===== config.mk =====
export PLATFORM = sky130hd
export DESIGN_NAME = uart_sys_ctrl
export DESIGN_NICKNAME = d
export VERILOG_FILES = /design/src/rtl/uart_sys_ctrl_pkg.sv /design/src/rtl/uart_sys_ctrl_timeout.sv /design/src/rtl/uart_sys_ctrl.sv
export SDC_FILE = /design/constraint.sdc
export NUM_CORES = 1
export LEC_CHECK = 0
export BUFFER_PORTS_ARGS = -buffer_cell sky130_fd_sc_hd__buf_2
export CAP_MARGIN = 30
export CORE_MARGIN = 4
export CORE_UTILIZATION = 50
export DETAILED_ROUTE_END_ITERATION = 10
export HOLD_SLACK_MARGIN = 0.03
export PLACE_DENSITY = 0.73
export SYNTH_ARGS = -nofsm -noshare
export SYNTH_HDL_FRONTEND = slang
export SYNTH_SLANG_ARGS = --single-unit

===== constraint.sdc =====
create_clock -name clk -period 4.1 [get_ports clk]
set_input_delay 0.205 -clock clk [delete_from_list [all_inputs] [get_ports clk]]
set_output_delay 0.205 -clock clk [all_outputs]
set_load 0.02 [all_outputs]

===== src/rtl/uart_sys_ctrl_pkg.sv =====
// Shared definitions for the UART host-command decoder: opcodes, FSM states
// and the default error byte.
package sys_ctrl_defs;

  localparam logic [7:0] CMD_WRITE        = 8'h02;
  localparam logic [7:0] CMD_READ         = 8'h03;
  localparam logic [7:0] CMD_HOLD         = 8'h06;
  localparam logic [7:0] CMD_RUN          = 8'h07;
  localparam logic [7:0] ERR_BYTE_DEFAULT = 8'hFF;

  typedef enum logic [2:0] {
    IDLE,
    ADDR_HI,
    ADDR_LO,
    DATA,
    BUS_WR,
    BUS_RD,
    TX_SEND,
    TX_WAIT
  } sys_ctrl_state_t;

  // States in which the inter-byte gap timer is running.
  function automatic logic in_parse(input sys_ctrl_state_t s);
    return (s inside {ADDR_HI, ADDR_LO, DATA});
  endfunction

endpackage


===== src/rtl/uart_sys_ctrl_timeout.sv =====
// Loadable down-counter: load wins over clear, counts while run is high and
// flags expiry during the last counted cycle.
module sys_ctrl_timeout #(
  parameter int unsigned WIDTH = 8
) (
  input  logic             clk,
  input  logic             rst,
  input  logic             load,
  input  logic [WIDTH-1:0] load_val,
  input  logic             clear,
  input  logic             run,
  output logic             expired
);

  logic [WIDTH-1:0] count_q;

  always_ff @(posedge clk or posedge rst) begin
    if (rst) begin
      count_q <= '0;
    end else if (load) begin
      count_q <= load_val;
    end else if (clear) begin
      count_q <= '0;
    end else if (run && (count_q != '0)) begin
      count_q <= count_q - 1'b1;
    end
  end

  assign expired = run && (count_q == WIDTH'(1));

endmodule


===== src/rtl/uart_sys_ctrl.sv =====
// Host command decoder bridging the UART byte stream to the NES memory bus.
// Build option SYSCTRL_WRITE_ACK_EN: return a status byte to the host after every bus write.
module uart_sys_ctrl
  import sys_ctrl_defs::*;
#(
  parameter int unsigned CLKS_PER_BIT      = 5,
  parameter int unsigned BYTE_TIMEOUT_BITS = 40,
  parameter int unsigned BUS_TIMEOUT       = 64,
  parameter logic [7:0]  ERR_BYTE          = ERR_BYTE_DEFAULT
) (
  input  logic        clk,
  input  logic        rst,
  input  logic        rx_valid,
  input  logic [7:0]  rx_data,
  output logic        tx_start,
  output logic [7:0]  tx_data,
  input  logic        tx_active,
  input  logic        tx_done,
  output logic [15:0] bus_addr,
  output logic [7:0]  bus_wdata,
  output logic        bus_we,
  output logic        bus_re,
  input  logic [7:0]  bus_rdata,
  input  logic        bus_ack,
  output logic        cpu_hold,
  output logic [15:0] sys_addr_out
);

  localparam int unsigned GAP_CYCLES = BYTE_TIMEOUT_BITS * CLKS_PER_BIT;
  localparam int unsigned GAP_W      = $clog2(GAP_CYCLES + 1);
  localparam int unsigned BUS_W      = $clog2(BUS_TIMEOUT + 1);
  localparam logic [GAP_W-1:0] GAP_LOAD = GAP_W'(GAP_CYCLES);
  localparam logic [BUS_W-1:0] BUS_LOAD = BUS_W'(BUS_TIMEOUT);

  sys_ctrl_state_t state_q, state_d;
  logic        is_read_q, is_read_d;
  logic [15:0] addr_q, addr_d;
  logic [7:0]  wdata_q, wdata_d;
  logic [7:0]  tx_data_q, tx_data_d;
  logic        cpu_hold_q, cpu_hold_d;
  logic [15:0] sys_addr_q, sys_addr_d;

  logic gap_load, gap_run, gap_expired;
  logic bus_load, bus_run, bus_expired;

  assign gap_run = in_parse(state_q);
  assign bus_run = (state_q inside {BUS_WR, BUS_RD});

  sys_ctrl_timeout #(.WIDTH(GAP_W)) u_gap_timer (
    .clk      (clk),
    .rst      (rst),
    .load     (gap_load),
    .load_val (GAP_LOAD),
    .clear    (!gap_run),
    .run      (gap_run),
    .expired  (gap_expired)
  );

  sys_ctrl_timeout #(.WIDTH(BUS_W)) u_bus_timer (
    .clk      (clk),
    .rst      (rst),
    .load     (bus_load),
    .load_val (BUS_LOAD),
    .clear    (!bus_run),
    .run      (bus_run),
    .expired  (bus_expired)
  );

  always_ff @(posedge clk or posedge rst) begin
    if (rst) begin
      state_q    <= IDLE;
      is_read_q  <= 1'b0;
      addr_q     <= '0;
      wdata_q    <= '0;
      tx_data_q  <= '0;
      cpu_hold_q <= 1'b1;
      sys_addr_q <= '0;
    end else begin
      state_q    <= state_d;
      is_read_q  <= is_read_d;
      addr_q     <= addr_d;
      wdata_q    <= wdata_d;
      tx_data_q  <= tx_data_d;
      cpu_hold_q <= cpu_hold_d;
      sys_addr_q <= sys_addr_d;
    end
  end

  always_comb begin
    state_d    = state_q;
    is_read_d  = is_read_q;
    addr_d     = addr_q;
    wdata_d    = wdata_q;
    tx_data_d  = tx_data_q;
    cpu_hold_d = cpu_hold_q;
    sys_addr_d = sys_addr_q;
    gap_load   = 1'b0;
    bus_load   = 1'b0;

    case (state_q)
      IDLE: begin
        if (rx_valid) begin
          case (rx_data)
            CMD_WRITE: begin
              is_read_d = 1'b0;
              gap_load  = 1'b1;
              state_d   = ADDR_HI;
            end
            CMD_READ: begin
              is_read_d = 1'b1;
              gap_load  = 1'b1;
              state_d   = ADDR_HI;
            end
            CMD_HOLD: cpu_hold_d = 1'b1;
            CMD_RUN:  cpu_hold_d = 1'b0;
            default: ;
          endcase
        end
      end
      // A byte arriving in the expiry cycle still counts as on time.
      ADDR_HI: begin
        if (rx_valid) begin
          addr_d[15:8] = rx_data;
          gap_load     = 1'b1;
          state_d      = ADDR_LO;
        end else if (gap_expired) begin
          state_d = IDLE;
        end
      end
      ADDR_LO: begin
        if (rx_valid) begin
          addr_d[7:0] = rx_data;
          sys_addr_d  = {addr_q[15:8], rx_data};
          if (!is_read_q) begin
            gap_load = 1'b1;
            state_d  = DATA;
          end else if (cpu_hold_q) begin
            bus_load = 1'b1;
            state_d  = BUS_RD;
          end else begin
            tx_data_d = ERR_BYTE;
            state_d   = TX_SEND;
          end
        end else if (gap_expired) begin
          state_d = IDLE;
        end
      end
      DATA: begin
        if (rx_valid) begin
          if (cpu_hold_q) begin
            wdata_d  = rx_data;
            bus_load = 1'b1;
            state_d  = BUS_WR;
          end else begin
            state_d = IDLE;
          end
        end else if (gap_expired) begin
          state_d = IDLE;
        end
      end
      // An ack in the final wait cycle takes priority over the timeout.
      BUS_WR: begin
        if (bus_ack || bus_expired) begin
`ifdef SYSCTRL_WRITE_ACK_EN
          tx_data_d = bus_ack ? CMD_WRITE : ERR_BYTE;
          state_d   = TX_SEND;
`else
          state_d = IDLE;
`endif
        end
      end
      BUS_RD: begin
        if (bus_ack) begin
          tx_data_d = bus_rdata;
          state_d   = TX_SEND;
        end else if (bus_expired) begin
          tx_data_d = ERR_BYTE;
          state_d   = TX_SEND;
        end
      end
      TX_SEND: begin
        if (!tx_active) begin
          state_d = TX_WAIT;
        end
      end
      TX_WAIT: begin
        if (tx_done) begin
          state_d = IDLE;
        end
      end
    endcase
  end

  assign tx_start     = (state_q == TX_SEND) && !tx_active;
  assign tx_data      = tx_data_q;
  assign bus_we       = (state_q == BUS_WR);
  assign bus_re       = (state_q == BUS_RD);
  assign bus_addr     = addr_q;
  assign bus_wdata    = wdata_q;
  assign cpu_hold     = cpu_hold_q;
  assign sys_addr_out = sys_addr_q;

endmodule

==> results of run 1 <==
## stage by stage
| step | power, mW | instances | util [%] |
|---|---|---|---|
| after CTS | 2.71 | 376 | 63.6 |
| after detailed placement | 2.22 | 361 | 60.1 |
| final | 2.68 | 376 | 63.6 |
| after floorplan | 1.92 | 230 | - |
| after global placement | 2.19 | 361 | 60.1 |
| after global routing | 2.87 | 376 | 63.6 |
## cells by family after synthesis
kind of cell             count (synthesis)  synth area share [%]
AO/OA/AOI/OAI                           36                  9.93
XOR/XNOR                                10                  3.13
adder cells (fa/ha/maj)                  5                  2.24
buffers and inverters                   23                  4.56
flip-flops                              60                  53.7
multiplexers                            35                  14.0
AND/OR/NAND/NOR                         61                  12.3
## placed cells by master (no fill, tap or decap), drive strengths merged, types with 2 or more instances in the layout
cell type  synthesis  routed
a21oi              4       4
a31oi              3       3
a32o               2       2
and3               3       3
buf               13      74
clkbuf             0      12
clkinv             0       2
dfrtp             59      59
ha                 5       5
inv               10      10
mux2              34      34
nand2              8       8
nand2b             7       7
nand3              4       4
nand4              2       2
nor2              20      20
nor3              12      12
o21ai              8       8
o22a               8       8
xnor2              6       6
xor2               4       4
## power by group through the flow
stage / clock network, mW / registers (mW) / logic (mW)
5_1_grt: 0.526 / 1.03 / 1.32
3_3_place_gp: 0 / 0.997 / 1.20
4_1_cts: 0.496 / 0.994 / 1.22
2_1_floorplan: 0 / 1.17 / 0.755
3_5_place_dp: 0 / 1.00 / 1.22
6_report: 0.477 / 0.994 / 1.21
## layout make-up
class / count / area share [%]
flip-flops and latches: 60 / 44.8
clock inverters: 3 / 0.634
well taps: 70 / 2.61
inverters: 10 / 1.12
multi-input cells: 147 / 34.8
repair buffers: 74 / 11.1
clock buffers: 12 / 4.93
## flip-flops by register name, indices dropped and copies added (netlist names)
name                 flops
tx_data                  8
bus_addr                15
cpu_hold                 1
u_gap_timer.count_q      8
u_bus_timer.count_q      7
is_read_q                1
state_q                  3
sys_addr_out             9
bus_wdata                8
## tightest hold or removal path, delay by kind of cell
kind                   cells  cell delay [ps]
buffers and inverters      3              700
## metal layers
layer	vias to the layer above	share of wire (%)
met5	-	0
met4	0	2.1
met3	14	6.1
met2	62	46
met1	944	46
li1	963	-
## worst min path at each step
| stage | from | end | slack [ps] | cells past startpoint |
|---|---|---|---|---|
| 2_1_floorplan | rx_data[0] | cpu_hold | 260 | 1 |
| 5_1_grt | bus_rdata[2] | tx_data[2] | 70 | 2 |
| 4_1_cts | rx_data[0] | cpu_hold | 60 | 2 |
| 6_report | rst | bus_addr[9] | 80 | 3 |
| 3_5_place_dp | rx_data[0] | cpu_hold | 420 | 2 |
| 3_3_place_gp | rx_data[0] | cpu_hold | 410 | 2 |
==> results.tsv, run 1 <==
metric	value	unit
status	complete, no violations	
fin area	0.00335	mm²
post-synth top area share	52.8	%
Mapped Cells	230	
Total Wirelength	5.69	mm
Syn Nets	257	
clk root buf	clkbuf_8	
fin crit period	1970	ps
Nets	329	
Final WS setup	2130	ps
CP Max Fanout	17	
first-iteration detailed-routing DRC count	95	
post-route ant nets	0	
combinational power share	45.1	%
Max VDD drop	418	µV
Clock Latency Late Sink	330	ps
Net Sw Frac	40.6	%
die width	82.8	µm
Relative slew margins	52.0	%
Post-synth EDFFs	0	
Post-Place Worst Slack	2120	ps
R2R cell count	4	
most frequent cell after synthesis	dfrtp_1	
CP bufs+invs	0	
Critical R2R Launch	state_q[1]	
gr ovfl total	0	
most common flop cell mapped by yosys	dfrtp_1	
CTS H-Tree Depth	3	
sequential-to-total area share from yosys stat	53.7	%
WP depth	4	
period utilization	48.0	%
area grow syn2layout	19.9	%
worst-case clock skew	9.42	ps
internal power	1.59	mW
CP required	4360	ps
Seq cells post-synth	60	
Worst setup endpoint	tx_data[6]	
final hold viol count	0	
synthesized cell area	0.00280	mm²
Cell Area, Placed	0.00317	mm²
Post-CTS Setup Bufs	0	
Via density	5.27	
Die Footprint	0.00685	mm²
CTS tree	yes	
GR Util met2	24.4	%
Max-Cap Viols	0	
via count	1983	
# rows	26	
CTS sink cnt	60	
Clk pwr share	17.8	%
initial antenna violation count	0	
met3 Use GR	4.10	%
RD Place Congestion	0.883	
pin count of the biggest net entering global routing	61	
Reg2Reg Setup Slack	2130	ps
routed length per instance	15.1	µm
RSZ-0062 raised after global routing	no	
Flop pwr share	37.1	%
Synth area leaders	dfrtp_1, mux2_2, buf_4, o22a_1, nor2_1	
top cells by count, synth	dfrtp_1, mux2_2, nor2_1	
clk buf depth	2	
DPL Wire Length	4.17	mm
Post-route DRC	0	
clock-pin slew on the worst setup and hold paths	60	ps
ant diodes	0	
Post-CTS Hold Buffers	0	
Syn Area/Cell	12.2	µm²
crit end category	register	
Slew Limit Fails	0	
worst slew pin tran	721	ps
GRT Overall Usage	17.8	%
f_max	0.508	GHz
Critical Path Start	state_q[1]	
CP peak stage delay	630	ps
Crit Path Category	register to register	
area of the multi-input gates	0.00117	mm²
Lkg Pwr	1.61	nW
Critical Path AT	2230	ps
Initial Utilization	53.1	%
Hold WC Path Type	input pin to asynchronous set/reset pin	
pwr/cell area	799	mW/mm²
Worst path top cell family by delay	simple AND/OR/NAND/NOR gates	
Critical Path Source Type	register	
Synth cell types	45	
synth warn	0	
register area	0.00150	mm²
global route hottest layer	met1	
total CTS buffers	9	
cell taking the most area after synthesis	dfrtp_1	
vias in the first global route	1808	
Pre-antenna DRT Iters	4	
crit-path cells	nand2_1, nor2_4, a32o_1, o22a_1	
I/O Buffers	73	
Crit-path slowest cell	dfrtp_1	
count of cells resized by post-cts repair	0	
share of flip-flops with an asynchronous set or reset	100	%
setup violators final	0	
I/O pin count	74	
# fillers	444	
met1 Use GR	25.9	%
final hold slack	83.5	ps
layout cells sized above 1	43.5	%
Die H	82.8	µm
Core Area	0.00527	mm²
first-pass GRT wire length	9.00	mm
setup TNS	0	ps
Reg-to-Reg End	tx_data[6]	
switching power	1.09	mW
Note: power is estimated with default switching activity, not from simulation.
==> run 2, diff against run 1 <==
--- a/config.mk
+++ b/config.mk
@@ -5,13 +5,14 @@
 export SDC_FILE = /design/constraint.sdc
 export NUM_CORES = 1
 export LEC_CHECK = 0
+export ABC_AREA = 1
 export BUFFER_PORTS_ARGS = -buffer_cell sky130_fd_sc_hd__buf_2
 export CAP_MARGIN = 30
 export CORE_MARGIN = 4
-export CORE_UTILIZATION = 50
+export CORE_UTILIZATION = 49
 export DETAILED_ROUTE_END_ITERATION = 10
 export HOLD_SLACK_MARGIN = 0.03
-export PLACE_DENSITY = 0.73
+export PLACE_DENSITY = 0.74
 export SYNTH_ARGS = -nofsm -noshare
 export SYNTH_HDL_FRONTEND = slang
 export SYNTH_SLANG_ARGS = --single-unit
==> constraint.sdc (replaced) <==
create_clock -name clk -period 1.8 [get_ports clk]
set_input_delay 0.09 -clock clk [delete_from_list [all_inputs] [get_ports clk]]
set_output_delay 0.09 -clock clk [all_outputs]
set_load 0.02 [all_outputs]
==> run 2 against run 1 <==
Net effect:
- sequential share of layout area is 5.7 points lower
- setup slack got worse by 1900 ps
- critical endpoint is now bus_re
- count of clock-buffer cells in the layout decreased by 2
- clock power grew to 3.1 times the previous value
- synthesized cell count up 64%
- non-clock buffer count rose by 11
- cell count increased by 43%
- synthesized area grew 13%
- utilization shrank 0.61 points
- critical path depth rose by 2
- sequential power grew 120%
==> results.tsv, run 2 <==
metric	value	unit	change
most frequent cell after synthesis	nand2_1		
I/O Buffers	73		unchanged
final hold viol count	0		unchanged
Seq cells post-synth	60		unchanged
RD Place Congestion	0.897		+1.5%
synthesized cell area	0.00315	mm²	+13%
first-pass GRT wire length	12.4	mm	+37%
Cell Area, Placed	0.00352	mm²	+11%
Total Wirelength	7.22	mm	+27%
DPL Wire Length	5.40	mm	+29%
setup TNS	0	ps	unchanged
routed length per instance	13.5	µm	-11%
Slew Limit Fails	0		unchanged
Crit Path Category	register to output port		
share of flip-flops with an asynchronous set or reset	100	%	unchanged
post-synth top area share	46.8	%	-6.0 points
Crit-path slowest cell	dfrtp_1		
area grow syn2layout	21.8	%	
sequential-to-total area share from yosys stat	47.7	%	-6.1 points
CTS H-Tree Depth	3		unchanged
layout cells sized above 1	29.1	%	-14 points
final hold slack	38.2	ps	-45.2 ps
Post-synth EDFFs	0		unchanged
Critical Path AT	1520	ps	-710 ps
CP required	1710	ps	-2650 ps
Mapped Cells	377		+64%
Net Sw Frac	43.2	%	+2.6 points
combinational power share	45.0	%	about the same
I/O pin count	74		unchanged
Clock Latency Late Sink	340	ps	about the same
first-iteration detailed-routing DRC count	133		+40%
Die H	88.2	µm	+6.6%
gr ovfl total	0		unchanged
status	complete, no violations		
crit-path cells	inv_4, nor2_8, nand2_2, buf_4, inv_1, buf_2		
vias in the first global route	2648		+46%
count of cells resized by post-cts repair	0		unchanged
# rows	28		+7.7%
commonest non-fill, non-tap cell in the layout	nand2_1		
Pre-antenna DRT Iters	4		unchanged
fin area	0.00384	mm²	+15%
CTS tree	yes		
Syn Nets	404		+57%
Relative slew margins	71.0	%	+19 points
switching power	2.91	mW	+170%
total CTS buffers	9		unchanged
Synth cell types	41		-8.9%
fin crit period	1610	ps	
via count	2619		+32%
Clk pwr share	22.3	%	+4.5 points
CTS sink cnt	60		unchanged
setup violators final	0		unchanged
Via density	4.89		-7.4%
Die Footprint	0.00778	mm²	+14%
worst slew pin tran	434	ps	-286 ps
synth warn	0		unchanged
Max-Cap Viols	0		unchanged
RSZ-0062 raised after global routing	no		
Initial Utilization	51.7	%	-1.3 points
die width	88.2	µm	+6.6%
most common flop cell mapped by yosys	dfrtp_1		
internal power	3.83	mW	+140%
Flop pwr share	32.7	%	-4.4 points
GRT Overall Usage	20.3	%	+2.5 points
Core Area	0.00610	mm²	+16%
period utilization	89.2	%	
top cells by count, synth	nand2_1, dfrtp_1, inv_1		
worst-case clock skew	7.18	ps	-2.24 ps
clk root buf	clkbuf_8		
f_max	0.623	GHz	
Syn Area/Cell	8.36	µm²	-31%
max FFs per register	15		unchanged
crit end category	output port		
initial antenna violation count	0		unchanged
post-route ant nets	0		unchanged
CP Max Fanout	9		-8
pin count of the biggest net entering global routing	44		-28%
cell taking the most area after synthesis	dfrtp_1		
Max VDD drop	873	µV	+110%
most frequent cells in the layout	nand2_1, buf_2, dfrtp_1, inv_1, o21ai_0		
Hold WC Path Type	input pin to register		
pwr/cell area	1760	mW/mm²	+120%
clk buf depth	2		unchanged
CP peak stage delay	460	ps	-170 ps
Worst path top cell family by delay	buffers and inverters		
Lkg Pwr	2.15	nW	+33%
Critical Path Source Type	register		
ant diodes	0		unchanged
clock-pin slew on the worst setup and hold paths	60	ps	about the same
Synth area leaders	dfrtp_1, nand2_1, inv_1, o21ai_0, o21ai_2		
CP bufs+invs	4		+4
Post-route DRC	0		unchanged
Nets	483		+47%
==> run 2: metal layers <==
metal	GRT usage [%]	part of all wire, %
met5	0	0
met4	6.59	0.91
met3	5.96	6.8
met2	32.7	47
met1	26.6	45
==> run 2: metrics by stage <==
stage / utilization (%) / power [mW] / setup slack [ps] / instances
floorplan: - / 4.52 / 227 / 377
global placement: 57.8 / 5.18 / 280 / 513
detailed placement: 57.8 / 5.27 / 192 / 513
CTS: 63.0 / 6.81 / 178 / 536
global route: 63.0 / 7.26 / 65.8 / 536
finish: 63.0 / 6.75 / 194 / 536
==> run 2: what timing repair did <==
item,CTS,global route
buffers inserted,0,0
endpoints found under the hold margin,23,0
hold buffers,7,0
==> run 2: path summary, 6_finish.rpt <==
kind	startpoint	slack, ps	depth (start not counted)	to
max in group asynchronous	rst	890	4	cpu_hold
setup / recovery	state_q[2]	190	6	bus_re
min in group asynchronous	rst	300	3	u_bus_timer.count_q[0]
setup reg to reg	state_q[1]	200	6	u_gap_timer.count_q[3]
hold / removal	bus_rdata[4]	40	3	tx_data[4]
hold reg to reg	sys_addr_out[13]	480	2	sys_addr_out[13]
==> run 2: worst register-to-register path: stages, from the launching register on <==
cell and delay, ps:
dfrtp_1 540, buf_4 220, nand2_4 80, nor2_4 130
a21oi_2 90, a21boi_4 260, o21ai_0 150
==> run 2: logic make-up (layout without fill, tap and decap cells) <==
group / after synthesis / after routing / synth area share, %
XOR/XNOR: 5 / 5 / 1.39
buffers and inverters: 71 / 155 / 11.0
AO/OA/AOI/OAI: 53 / 53 / 11.0
flip-flops: 60 / 60 / 47.7
AND/OR/NAND/NOR: 183 / 183 / 27.1
adder cells (fa/ha/maj): 5 / 5 / 1.98
==> run 2: layout make-up <==
| type | count | area [µm²] |
|---|---|---|
| clock buffer | 10 | 138 |
| clock inverter | 6 | 111 |
| fill | 561 | 2250 |
| inverter | 54 | 205 |
| multi-input combinational | 246 | 1310 |
| sequential | 60 | 1500 |
| tap | 75 | 93.8 |
| timing repair buffer | 85 | 485 |
==> run 2: power groups by stage <==
stage / combinational, mW / clock (mW) / sequential (mW)
final: 3.03 / 1.50 / 2.21
after global placement: 2.97 / 0 / 2.21
after floorplan: 1.92 / 0 / 2.60
after CTS: 3.07 / 1.53 / 2.21
after detailed placement: 3.04 / 0 / 2.22
after global routing: 3.40 / 1.58 / 2.28
